## src/rtl/cpu_ctrl_pkg.sv

```systemverilog
// rtl/cpu_ctrl_pkg.sv - shared opcodes, select codes and FSM types for the multicycle controller
package cpu_ctrl_pkg;

  localparam logic [6:0] OP_R      = 7'b0110011;
  localparam logic [6:0] OP_I      = 7'b0010011;
  localparam logic [6:0] OP_LOAD   = 7'b0000011;
  localparam logic [6:0] OP_STORE  = 7'b0100011;
  localparam logic [6:0] OP_BRANCH = 7'b1100011;
  localparam logic [6:0] OP_JAL    = 7'b1101111;
  localparam logic [6:0] OP_JALR   = 7'b1100111;
  localparam logic [6:0] OP_LUI    = 7'b0110111;
  localparam logic [6:0] OP_AUIPC  = 7'b0010111;

  localparam logic [1:0] ALU_ADD   = 2'b00;
  localparam logic [1:0] ALU_BR    = 2'b01;
  localparam logic [1:0] ALU_FUNCT = 2'b10;
  localparam logic [1:0] ALU_AUIPC = 2'b11;

  localparam logic [1:0] PC_SEQ  = 2'b00;
  localparam logic [1:0] PC_REL  = 2'b01;
  localparam logic [1:0] PC_JALR = 2'b10;

  typedef enum logic [2:0] {
    S_FETCH  = 3'd0,
    S_DECODE = 3'd1,
    S_EXEC   = 3'd2,
    S_MEM    = 3'd3,
    S_WB     = 3'd4
  } state_t;

  typedef enum logic [2:0] {
    CL_ALU, CL_LOAD, CL_STORE, CL_BRANCH, CL_JAL, CL_JALR, CL_LUI, CL_AUIPC
  } class_t;

  typedef struct packed {
    class_t     cls;
    logic       alu_src;
    logic [1:0] alu_op;
    logic       lb;
    logic       lbu;
    logic       illegal;
  } dec_t;

  function automatic int max3(input int a, input int b, input int c);
    int m;
    m = (a > b) ? a : b;
    return (m > c) ? m : c;
  endfunction

endpackage

```

## src/rtl/inst_class_decode.sv

```systemverilog
// rtl/inst_class_decode.sv - combinational opcode/funct3 classifier feeding the controller FSM
import cpu_ctrl_pkg::*;

module inst_class_decode (
  input  logic [6:0] i_opcode,
  input  logic [2:0] i_funct3,
  output dec_t       o_dec
);

  always_comb begin
    o_dec     = '0;
    o_dec.cls = CL_ALU;
    case (i_opcode)
      OP_R: o_dec.alu_op = ALU_FUNCT;
      OP_I: begin
        o_dec.alu_src = 1'b1;
        o_dec.alu_op  = ALU_FUNCT;
      end
      OP_LOAD: begin
        o_dec.cls     = CL_LOAD;
        o_dec.alu_src = 1'b1;
        case (i_funct3)
          3'b000:  o_dec.lb  = 1'b1;
          3'b010:  ;
          3'b100:  o_dec.lbu = 1'b1;
          default: o_dec.illegal = 1'b1;
        endcase
      end
      OP_STORE: begin
        o_dec.cls     = CL_STORE;
        o_dec.alu_src = 1'b1;
        o_dec.illegal = (i_funct3 != 3'b010);
      end
      OP_BRANCH: begin
        o_dec.cls     = CL_BRANCH;
        o_dec.alu_op  = ALU_BR;
        o_dec.illegal = (i_funct3 == 3'b010) || (i_funct3 == 3'b011);
      end
      OP_JAL: o_dec.cls = CL_JAL;
      OP_JALR: begin
        o_dec.cls     = CL_JALR;
        o_dec.alu_src = 1'b1;
        o_dec.illegal = (i_funct3 != 3'b000);
      end
      OP_LUI: begin
        o_dec.cls     = CL_LUI;
        o_dec.alu_src = 1'b1;
      end
      OP_AUIPC: begin
        o_dec.cls     = CL_AUIPC;
        o_dec.alu_src = 1'b1;
        o_dec.alu_op  = ALU_AUIPC;
      end
      default: o_dec.illegal = 1'b1;
    endcase
  end

endmodule

```

## src/rtl/multicycle_controller.sv

```systemverilog
// rtl/multicycle_controller.sv - FETCH/DECODE/EXEC/MEM/WB sequencer issuing one-cycle datapath strobes
import cpu_ctrl_pkg::*;

module multicycle_controller #(
  parameter int                    IMEM_LAT   = 1,
  parameter int                    DMEM_LAT   = 1,
  parameter int                    IO_HI_BITS = 22,
  parameter logic [IO_HI_BITS-1:0] IO_BASE_HI = 22'h3FFFFF,
  parameter int                    IO_TIMEOUT = 255
) (
  input  logic        clk,
  input  logic        rst_n,
  input  logic [31:0] inst,
  input  logic [31:0] alu_result,
  input  logic        branch_taken,
  input  logic        io_ready,
  output logic        ir_write,
  output logic        pc_write,
  output logic [1:0]  pc_src,
  output logic        reg_write,
  output logic        mem_read,
  output logic        mem_write,
  output logic        io_read,
  output logic        io_write,
  output logic        memio_to_reg,
  output logic        alu_src,
  output logic        lui,
  output logic        auipc,
  output logic        jump,
  output logic        jrn,
  output logic        lb,
  output logic        lbu,
  output logic [1:0]  alu_op,
  output logic [2:0]  branch_type,
  output logic        illegal,
  output logic        io_timeout,
  output logic [2:0]  state
);

  localparam int CNT_MAX = max3(IMEM_LAT, DMEM_LAT, IO_TIMEOUT);
  localparam int CNT_W   = $clog2(CNT_MAX + 1);

  state_t           r_state, w_next;
  logic [CNT_W-1:0] r_cnt;
  dec_t             r_dec, w_dec, w_f;
  logic [2:0]       r_f3, w_f3;
  logic             r_is_io, w_is_io, w_store, w_mem_done;
  logic             w_unused_bits;

  inst_class_decode u_dec (
    .i_opcode (inst[6:0]),
    .i_funct3 (inst[14:12]),
    .o_dec    (w_dec)
  );

  assign w_is_io       = (alu_result[31 -: IO_HI_BITS] == IO_BASE_HI);
  assign w_f           = (r_state == S_DECODE) ? w_dec : r_dec;
  assign w_f3          = (r_state == S_DECODE) ? inst[14:12] : r_f3;
  assign w_store       = (r_dec.cls == CL_STORE);
  assign state         = r_state;
  assign w_unused_bits = ^{inst[31:15], inst[11:7], alu_result};

  always_ff @(posedge clk) begin
    if (!rst_n) begin
      r_state <= S_FETCH;
      r_cnt   <= '0;
      r_dec   <= '0;
      r_f3    <= '0;
      r_is_io <= 1'b0;
    end else begin
      r_state <= w_next;
      r_cnt   <= (w_next != r_state) ? '0 : r_cnt + CNT_W'(1);
      if (r_state == S_DECODE) begin
        r_dec <= w_dec;
        r_f3  <= inst[14:12];
      end
      // Region is fixed for the whole access, even if alu_result moves during MEM.
      if (r_state == S_EXEC) r_is_io <= w_is_io;
    end
  end

  always_comb begin
    w_next       = r_state;
    w_mem_done   = 1'b0;
    ir_write     = 1'b0;
    pc_write     = 1'b0;
    pc_src       = PC_SEQ;
    reg_write    = 1'b0;
    mem_read     = 1'b0;
    mem_write    = 1'b0;
    io_read      = 1'b0;
    io_write     = 1'b0;
    memio_to_reg = 1'b0;
    illegal      = 1'b0;
    io_timeout   = 1'b0;
    alu_src      = 1'b0;
    lui          = 1'b0;
    auipc        = 1'b0;
    jump         = 1'b0;
    jrn          = 1'b0;
    lb           = 1'b0;
    lbu          = 1'b0;
    alu_op       = ALU_ADD;
    branch_type  = 3'b000;
    // Reset low forces every output quiet even before the state register clears.
    if (rst_n) begin
      if (r_state != S_FETCH) begin
        alu_src     = w_f.alu_src;
        lui         = (w_f.cls == CL_LUI);
        auipc       = (w_f.cls == CL_AUIPC);
        jump        = (w_f.cls == CL_JAL) || (w_f.cls == CL_JALR);
        jrn         = (w_f.cls == CL_JALR);
        lb          = w_f.lb;
        lbu         = w_f.lbu;
        alu_op      = w_f.alu_op;
        branch_type = (w_f.cls == CL_BRANCH) ? w_f3 : 3'b000;
      end
      case (r_state)
        S_FETCH: begin
          if (r_cnt == CNT_W'(IMEM_LAT - 1)) begin
            ir_write = 1'b1;
            w_next   = S_DECODE;
          end
        end
        S_DECODE: begin
          if (w_dec.illegal) begin
            illegal  = 1'b1;
            pc_write = 1'b1;
            w_next   = S_FETCH;
          end else begin
            w_next = S_EXEC;
          end
        end
        S_EXEC: begin
          case (r_dec.cls)
            CL_BRANCH: begin
              pc_write = 1'b1;
              pc_src   = branch_taken ? PC_REL : PC_SEQ;
              w_next   = S_FETCH;
            end
            CL_LOAD, CL_STORE: w_next = S_MEM;
            default:           w_next = S_WB;
          endcase
        end
        S_MEM: begin
          if (r_is_io) begin
            io_read    = !w_store;
            io_write   = w_store;
            w_mem_done = io_ready || (r_cnt == CNT_W'(IO_TIMEOUT - 1));
            io_timeout = !io_ready && (r_cnt == CNT_W'(IO_TIMEOUT - 1));
          end else begin
            mem_read   = !w_store;
            mem_write  = w_store;
            w_mem_done = (r_cnt == CNT_W'(DMEM_LAT - 1));
          end
          if (w_mem_done) begin
            pc_write = w_store;
            w_next   = w_store ? S_FETCH : S_WB;
          end
        end
        S_WB: begin
          reg_write    = 1'b1;
          memio_to_reg = (r_dec.cls == CL_LOAD);
          pc_write     = 1'b1;
          pc_src       = (r_dec.cls == CL_JAL)  ? PC_REL  :
                         (r_dec.cls == CL_JALR) ? PC_JALR : PC_SEQ;
          w_next       = S_FETCH;
        end
        default: w_next = S_FETCH;
      endcase
    end
  end

endmodule

```

## config.mk

```make
export PLATFORM = sky130hd
export DESIGN_NAME = multicycle_controller
export DESIGN_NICKNAME = d
export VERILOG_FILES = /design/src/rtl/cpu_ctrl_pkg.sv /design/src/rtl/inst_class_decode.sv /design/src/rtl/multicycle_controller.sv
export SDC_FILE = /design/constraint.sdc
export NUM_CORES = 1
export LEC_CHECK = 0
export CAP_MARGIN = 25
export CORE_ASPECT_RATIO = 0.7
export CORE_MARGIN = 3
export CORE_UTILIZATION = 42
export CTS_BUF_LIST = sky130_fd_sc_hd__clkbuf_4
export CTS_CLUSTER_DIAMETER = 150
export DETAILED_ROUTE_END_ITERATION = 8
export PLACE_DENSITY_LB_ADDON = 0.15
export REMOVE_ABC_BUFFERS = 1
export SLEW_MARGIN = 10
export SYNTH_ARGS = -nofsm -noshare
export SYNTH_HDL_FRONTEND = slang
export SYNTH_SLANG_ARGS = --single-unit
```

## constraint.sdc

```tcl
create_clock -name clk -period 5.85 [get_ports clk]
set_input_delay 1.17 -clock clk [delete_from_list [all_inputs] [get_ports clk]]
set_output_delay 1.17 -clock clk [all_outputs]
set_load 0.005 [all_outputs]
```

=== Word level (Yosys, flattened, before mapping) ===
Index checks and enable logic that the tools add are counted.

* Bits of input ports: 68
* Bits in registers: 24
* Logic and storage cells: 133

* Bitwise gates (word level): 1
* Muxes and demuxes: 74
* Add/sub/neg operators: 1
* Equal/unequal tests: 30
* Reductions and logical operators: 17

{| class="wikitable"
|+ Operator list
! cell !! number
|-
| 1-bit 2-to-1 mux || 51
|-
| 3-bit == test, second input constant || 8
|-
| 3-bit 2-to-1 mux || 8
|-
| 22-bit == test, second input constant || 1
|-
| 3-bit by 2-bit == test with 1-bit output, second input constant || 7
|-
| 7-bit by 6-bit == test with 1-bit output, second input constant || 3
|-
| 7-bit == test, second input constant || 3
|-
| 3-bit one-hot mux with 7 select lines || 1
|-
| 7-bit by 5-bit == test with 1-bit output, second input constant || 2
|-
| 2-bit 2-to-1 mux || 7
|-
| 3-bit one-hot mux with 4 select lines || 1
|-
| 9-bit 2-to-1 mux || 1
|-
| 8-bit by 1-bit adder with 8-bit output, second input constant || 1
|-
| 8-bit == test, second input constant || 1
|-
| 8-bit logical NOT || 1
|-
| 7-bit by 2-bit == test with 1-bit output, second input constant || 1
|-
| 3-bit by 1-bit == test with 1-bit output, second input constant || 2
|-
| 3-bit logical NOT || 2
|-
| 2-bit one-hot mux with 3 select lines || 1
|-
| 3-bit one-hot mux with 2 select lines || 1
|-
| 3-bit nonzero test || 2
|-
| 2-bit OR reduction || 3
|-
| 6-bit OR reduction || 1
|-
| 1-bit one-hot mux with 5 select lines || 1
|-
| other kinds (10) || 13
|}

=== Depth between registers and ports, before layout ===
Gate-level depths: netlist of the first run.

* Word-level depth: 10
* Mapped depth: 7

=== Hierarchy ===
From an unflattened synthesis of the first run, not the netlist that was laid out.

* Cells, all modules: 215
* Area, all modules: 1712.9 µm²

{| class="wikitable"
|+ By module, submodules not included
! module !! instances !! cells each !! seq. area each (µm²) !! area an instance (µm²)
|-
| multicycle_controller || 1 || 180 || 460.4 || 1455.1
|-
| inst_class_decode || 1 || 35 || 0.0 || 257.7
|}

=== Worst setup path before layout of the first run ===
OpenSTA, ideal clock, no wires.

* Path type: input to output
* From: input inst[2]
* To: output branch_type[0]
* Slack: 2396 ps
* Data required time: 4680 ps
* Stages: 6
* Arrival: 2284 ps
* Path through: buf_2 -> xor2_1 -> o31ai_1 -> a22oi_1 -> nor4b_2 -> and2_1

* Word-level cells in the longest chain between the ends: 7

{| class="wikitable"
|+ RTL lines
! what !! line !! source
|-
| start: declaration || multicycle_controller.sv:13 || <nowiki>input logic [31:0] inst,</nowiki>
|-
| 7-bit by 5-bit == test with 1-bit output (tied with other cells) || inst_class_decode.sv:13 || <nowiki>case (i_opcode)</nowiki>
|-
| 3-bit one-hot mux with 7 select lines (*) || inst_class_decode.sv:13 ||
|-
| 9-bit 2-to-1 mux (*) || n/a ||
|-
| 3-bit by 2-bit == test with 1-bit output (*) || multicycle_controller.sv:116 || <nowiki>branch_type = (w_f.cls == CL_BRANCH) ? w_f3 : 3'b000;</nowiki>
|-
| 3-bit 2-to-1 mux (*) || multicycle_controller.sv:116 ||
|-
| 3-bit 2-to-1 mux (*) || multicycle_controller.sv:107 || <nowiki>if (r_state != S_FETCH) begin</nowiki>
|-
| 3-bit 2-to-1 mux (*) || multicycle_controller.sv:106 || <nowiki>if (rst_n) begin</nowiki>
|-
| end: declaration || multicycle_controller.sv:34 || <nowiki>output logic [2:0] branch_type,</nowiki>
|}

Mark *: on every way between the ends. The rest lies on a longest branch, timed or not.

=== Worst setup path in the final report of the first run ===
Same ends and word-level chain as after synthesis.

==> results of run 1 <==
## layer usage
metal / vias up / global-route usage, %
li1: 875 / -
met1: 782 / 32.5
met2: 48 / 29.6
met3: 4 / 4.50
met4: 0 / 3.61
met5: - / 0
## cells in the mapped netlist (2+ instances only)
cell type	count	area, um2
a2111oi_0	9	78.8
a211oi_1	3	22.5
a21oi_1	7	35.0
a22oi_1	3	22.5
a31oi_1	2	12.5
a32o_1	2	20.0
and2_1	8	50.1
and3_1	5	31.3
buf_2	5	25.0
clkbuf_1	7	26.3
dfxtp_1	23	460
ha_1	3	37.5
inv_1	7	26.3
mux2i_1	5	50.1
nand2_1	9	33.8
nand2b_1	5	31.3
nand3_1	8	40.0
nand3b_1	2	15.0
nand4_1	8	50.1
nor2_1	20	75.1
nor2_2	2	12.5
nor2b_1	2	12.5
nor3_1	10	50.1
nor3b_1	2	15.0
nor4_1	3	18.8
o21ai_0	6	30.0
o22ai_1	2	12.5
o31ai_1	2	15.0
or3_1	2	12.5
or4_1	2	15.0
xnor2_1	3	26.3
xor2_1	5	43.8
## through the flow
| step | instance area [um2] | worst slack, ps | instances | hold slack (ps) | utilization, % |
|---|---|---|---|---|---|
| 3_3_place_gp | 2250 | 1050 | 303 | 472 | 62.4 |
| 3_5_place_dp | 2250 | 1060 | 303 | 476 | 62.4 |
| 4_1_cts | 2280 | 1030 | 307 | 508 | 63.2 |
| 6_report | 2280 | 1020 | 307 | 503 | 63.2 |
| 5_1_grt | 2280 | 911 | 307 | 552 | 63.2 |
| 2_1_floorplan | 1570 | 2470 | 191 | 450 | - |
## state kept, by name, indices dropped and copies added (netlist names)
| register | cells |
|---|---|
| r_cnt | 8 |
| r_dec | 8 |
| r_f3 | 3 |
| r_is_io | 1 |
| state | 3 |
## cell families (layout without fill, tap and decap cells)
kind of cell | Yosys count | after routing | share of synthesized area (%)
muxes | 5 | 5 | 3.09
DFF | 23 | 23 | 28.5
adders and majority gates | 3 | 3 | 2.32
buffers and inverters | 19 | 73 | 4.80
AOI/OAI and AO/OA | 46 | 46 | 21.9
xor gates and xnor gates | 8 | 8 | 4.33
and+or+nand+nor | 99 | 99 | 35.1
## worst max-delay path: cells and delay by family
kind | cells | cell delay, ps
xor+xnor | 1 | 250
compound gates | 2 | 480
simple gates | 2 | 650
buf+inv | 2 | 1100
## report_power, final
group | total [mW] | internal [mW] | switching [mW]
combinational | 0.190 | 0.0817 | 0.108
sequential | 0.190 | 0.169 | 0.0202
clock | 0.0785 | 0.0257 | 0.0528
## cell type report
cell class	count	share of cell area, %
inverters	7	1.15
repair buffers	62	27.3
multi-input cells	161	47.4
clock inverters	1	0.220
flip-flops and latches	23	20.2
well taps	50	2.75
clock buffers	3	0.989
## worst max path at each step
stage,cells after the start,startpoint,end
after detailed placement,7,inst[2],branch_type[0]
after floorplan,5,inst[3],pc_write
after CTS,7,inst[2],branch_type[0]
after global routing,7,inst[2],branch_type[2]
final,7,inst[2],branch_type[0]
after global placement,7,inst[2],branch_type[0]
==> flow_summary.json, run 1 <==
{
  "synth_seq_area_share_pct": 28.5,
  "dieArea_um2": 4640,
  "final_cell_mix": "clkdlybuf4s50_1 (62), dfxtp_1 (23), nor2_1 (20), nor3_1 (10)",
  "die_height_um": 57.9,
  "ctsLongestPathBuffers": 2,
  "worstSkewPairLatency_ps": 320,
  "postCtsSetupBuffers": 0,
  "grt_max_degree": 18,
  "ys_ff_latch": 23,
  "start_util_pct": 44.9,
  "crit_chain": "clkdlybuf4s50_1 > xor2_1 > o31ai_1 > a22oi_1 > nor4b_2 > and2_1 > clkdlybuf4s50_1",
  "slew_headroom_pct": 56.9,
  "leakage_nw": 0.784,
  "max_stage_delay_ps": 600,
  "port_buffers": 62,
  "synth_warnings": 0,
  "worst_path_max_delay_cell": "clkdlybuf4s50_1",
  "synth_edf_count": 0,
  "min_path_type": "reg2reg",
  "cp_common_cell": "clkdlybuf4s50_1",
  "cts-root-buf": "clkbuf_4",
  "synthCells": 203,
  "route.detailed.drc": 0,
  "num_vias": 1709,
  "tritoncts": "done",
  "routed-wl-met3_um": 223,
  "hold_buffers": 0,
  "grt.overflow.total": 0,
  "synth_area_um2": 1620,
  "register_area_um2": 460,
  "ys_types": 53,
  "multi_input_area_um2": 1080,
  "r2r-start": "r_cnt[0]",
  "p_per_area_nw_per_um2": 201,
  "vdd_drop_max_mv": 0.0988,
  "routedWlPerCell_um": 15.1,
  "hold_viol_final": 0,
  "wl_um": 4650,
  "cp-end-kind": "primary output",
  "arrival_ps": 3660,
  "finalCritPeriodShare_pct": 82.5,
  "worst_pin_slew_ps": 646,
  "place_congestion": 0.852,
  "io_pins": 95,
  "r2r_end": "r_cnt[1]",
  "synthFlopType": "dfxtp_1",
  "grt_pass1_vias": 1610,
  "drt_iter0_markers": 94,
  "ff2ff_path_depth": 7,
  "cts_resized": 0,
  "final_layout_size_suffix_gt1_share_pct": 5.45,
  "wl_met1_um": 2530,
  "grt_pass1_wl_um": 7710,
  "min_to": "r_dec[4]",
  "area_delta_synth_final_pct": 40.8,
  "finalMaxSlewViolations": 0,
  "max-cap-violations": 0,
  "finalSetupViolCount": 0,
  "skew_ps": 3.19,
  "antenna_found_initial": 0,
  "period_minus_slack_ps": 4830,
  "ys_async_sr_fraction_pct": 0,
  "crit_fanout": 11,
  "nFillCells": 324,
  "rows": 18,
  "grt_usage_pct": 20.9,
  "die_w_um": 80.2,
  "clk_pin_slew_ps": 140,
  "core_region_area_um2": 3600,
  "cts_sinks": 23,
  "final_common_cell": "clkdlybuf4s50_1",
  "r2r_slack_ps": 3630,
  "syn_area_per_cell_um2": 7.97,
  "diodes": 0,
  "status": "finished, final reports clean",
  "holdCritStartpoint": "r_dec[4]",
  "drtPass1Iterations": 4,
  "htree_num_levels": 1,
  "rsz0062_at_grt": "false",
  "fmax_mhz": 207,
  "antenna_left": 0,
  "post-dp-hpwl_um": 3560,
  "startpoint_type": "primary input",
  "viasPerCell": 5.57,
  "numCtsBuffers": 3,
  "highest_layer": "met4",
  "holdPathStages": 2,
  "tns_ps": 0,
  "final_net_count": 329,
  "path_class": "in2out",
  "dr_wl_met2_um": 1870,
  "p_total_mw": 0.458,
  "required_ps": 4680
}
Power figures use the tool's default switching activity.
==> run 2, diff against run 1 <==
- CORE_UTILIZATION: 42 -> 39
- clock period: 5.85 -> 4.85 ns (I/O delays scaled with it)
==> run 2 against run 1 <==
Net effect: non-clock buffer count up 1; sequential power up 21%; die area up 7.0%; register-to-register slack worse by 1000 ps; routed wire length up 2.9%; count of clock-buffer cells in the layout unchanged; highest routed layer unchanged; cell area up 0.33%; sequential share of layout area down 0.066 points; sequential cell count unchanged; critical path type unchanged; clock power up 17%; via count up 4.3%.
==> flow_summary.json, run 2 (synthesized netlist as in run 1, its figures left out) <==
{
  "status": "finished, final reports clean",
  "final_net_count": 330,
  "crit_chain": "clkdlybuf4s50_1 > xor2_1 > o31ai_1 > a22oi_1 > nor4b_2 > and2_1 > clkdlybuf4s50_1",
  "die_height_um": 59.9,
  "fin_util_pct": 61.1,
  "ctsLongestPathBuffers": 2,
  "final_area_um2": 2280,
  "crit_buf_inv": 2,
  "port_buffers": 62,
  "holdCritStartpoint": "r_dec[4]",
  "worst_pin_slew_ps": 645,
  "hold_viol_final": 0,
  "min_path_type": "reg2reg",
  "startpoint": "inst[2]",
  "rows": 18,
  "finalMaxSlewViolations": 0,
  "drtPass1Iterations": 4,
  "top_regs": "r_cnt (8), r_dec (8)",
  "place_congestion": 0.861,
  "cts_sinks": 23,
  "fmax_mhz": 229,
  "leakage_nw": 0.789,
  "htree_num_levels": 1,
  "route.detailed.drc": 0,
  "cts-root-buf": "clkbuf_4",
  "io_pins": 95,
  "path_class": "in2out",
  "cts_resized": 0,
  "area_delta_synth_final_pct": 41.2,
  "numCtsBuffers": 3,
  "preCtsSetupSlack_ps": 530,
  "vdd_drop_max_mv": 0.118,
  "num_vias": 1782,
  "crit_fanout": 11,
  "p_per_area_nw_per_um2": 242,
  "nFillCells": 349,
  "grt_pass1_wl_um": 7780,
  "worstSkewPairLatency_ps": 320,
  "tns_ps": 0,
  "r2r-start": "state[1]",
  "holdPathStages": 2,
  "grt.overflow.total": 0,
  "core_region_area_um2": 3740,
  "grt_usage_pct": 19.4,
  "finalCritPeriodShare_pct": 90.0,
  "wl_um": 4780,
  "arrival_ps": 3390,
  "max_stage_delay_ps": 590,
  "start_util_pct": 43.3,
  "ff2ff_path_depth": 5,
  "critical_path.top_delay_family": "buffers and inverters",
  "cp.depth": 7,
  "antenna_left": 0,
  "period_minus_slack_ps": 4360,
  "viasPerCell": 5.79,
  "drt_iter0_markers": 106,
  "required_ps": 3880,
  "worst_path_max_delay_cell": "clkdlybuf4s50_1",
  "finalSetupViolCount": 0,
  "whs_ps": 515,
  "clk_pin_slew_ps": 130,
  "final_layout_size_suffix_gt1_share_pct": 5.81,
  "cp-end-kind": "primary output",
  "rsz0062_at_grt": "false",
  "postCtsSetupBuffers": 0,
  "max-cap-violations": 0,
  "diodes": 0,
  "final_common_cell": "clkdlybuf4s50_1",
  "grt_pass1_vias": 1638,
  "slew_headroom_pct": 57.0,
  "antenna_found_initial": 0,
  "cp_common_cell": "clkdlybuf4s50_1",
  "hold_buffers": 0,
  "layout_setup_ws_ps": 487,
  "routedWlPerCell_um": 15.5,
  "dieArea_um2": 4970,
  "startpoint_type": "primary input",
  "post-dp-hpwl_um": 3650,
  "placed_cell_area_um2": 2260,
  "die_w_um": 83.0,
  "grt_max_degree": 18,
  "tritoncts": "done",
  "final_cell_mix": "clkdlybuf4s50_1 (62), dfxtp_1 (23), nor2_1 (20), nor3_1 (10)",
  "skew_ps": 6.80
}
## run 2: final timing paths
| kind | endpoint | slack (ps) |
|---|---|---|
| min reg2reg | r_dec[4] | 520 |
| min | r_dec[4] | 520 |
| max reg2reg | r_cnt[2] | 2590 |
| max | branch_type[2] | 490 |
## run 2: power by group
part	internal, mW	total [mW]	switching (mW)
Clock	0.0309	0.0918	0.0609
Combinational	0.0994	0.233	0.134
Sequential	0.204	0.229	0.0246
## run 2: through the flow
step | std cells | power (mW)
CTS | 308 | 0.556
floorplan | 191 | 0.363
detailed placement | 304 | 0.463
finish | 308 | 0.554
global placement | 304 | 0.460
global route | 308 | 0.592
## run 2: layout make-up
class,instances,area (um2),share of cell area [%]
clock buffer,3,22.5,0.986
clock inverter,1,5.00,0.219
inverter,7,26.3,1.15
multi-input combinational,161,1080,47.3
sequential,23,460,20.2
tap,50,62.6,2.74
timing repair buffer,63,628,27.5
## run 2: worst reg2reg max path: cells and delay by family (launching register included)
kind / cells / cell delay (ps)
and+or+nand+nor: 3 / 990
AOI/OAI and AO/OA: 2 / 590
DFF: 1 / 580
## run 2: metal layers
layer | wire length, um | part of all wire [%] | vias to the layer above | track usage [%]
met4 | 19 | 0.40 | 0 | 3.73
met3 | 476 | 10 | 2 | 6.89
met2 | 1910 | 40 | 93 | 28.4
met1 | 2380 | 50 | 810 | 27.4
li1 | - | - | 877 | -
met5 | 0 | 0 | - | 0
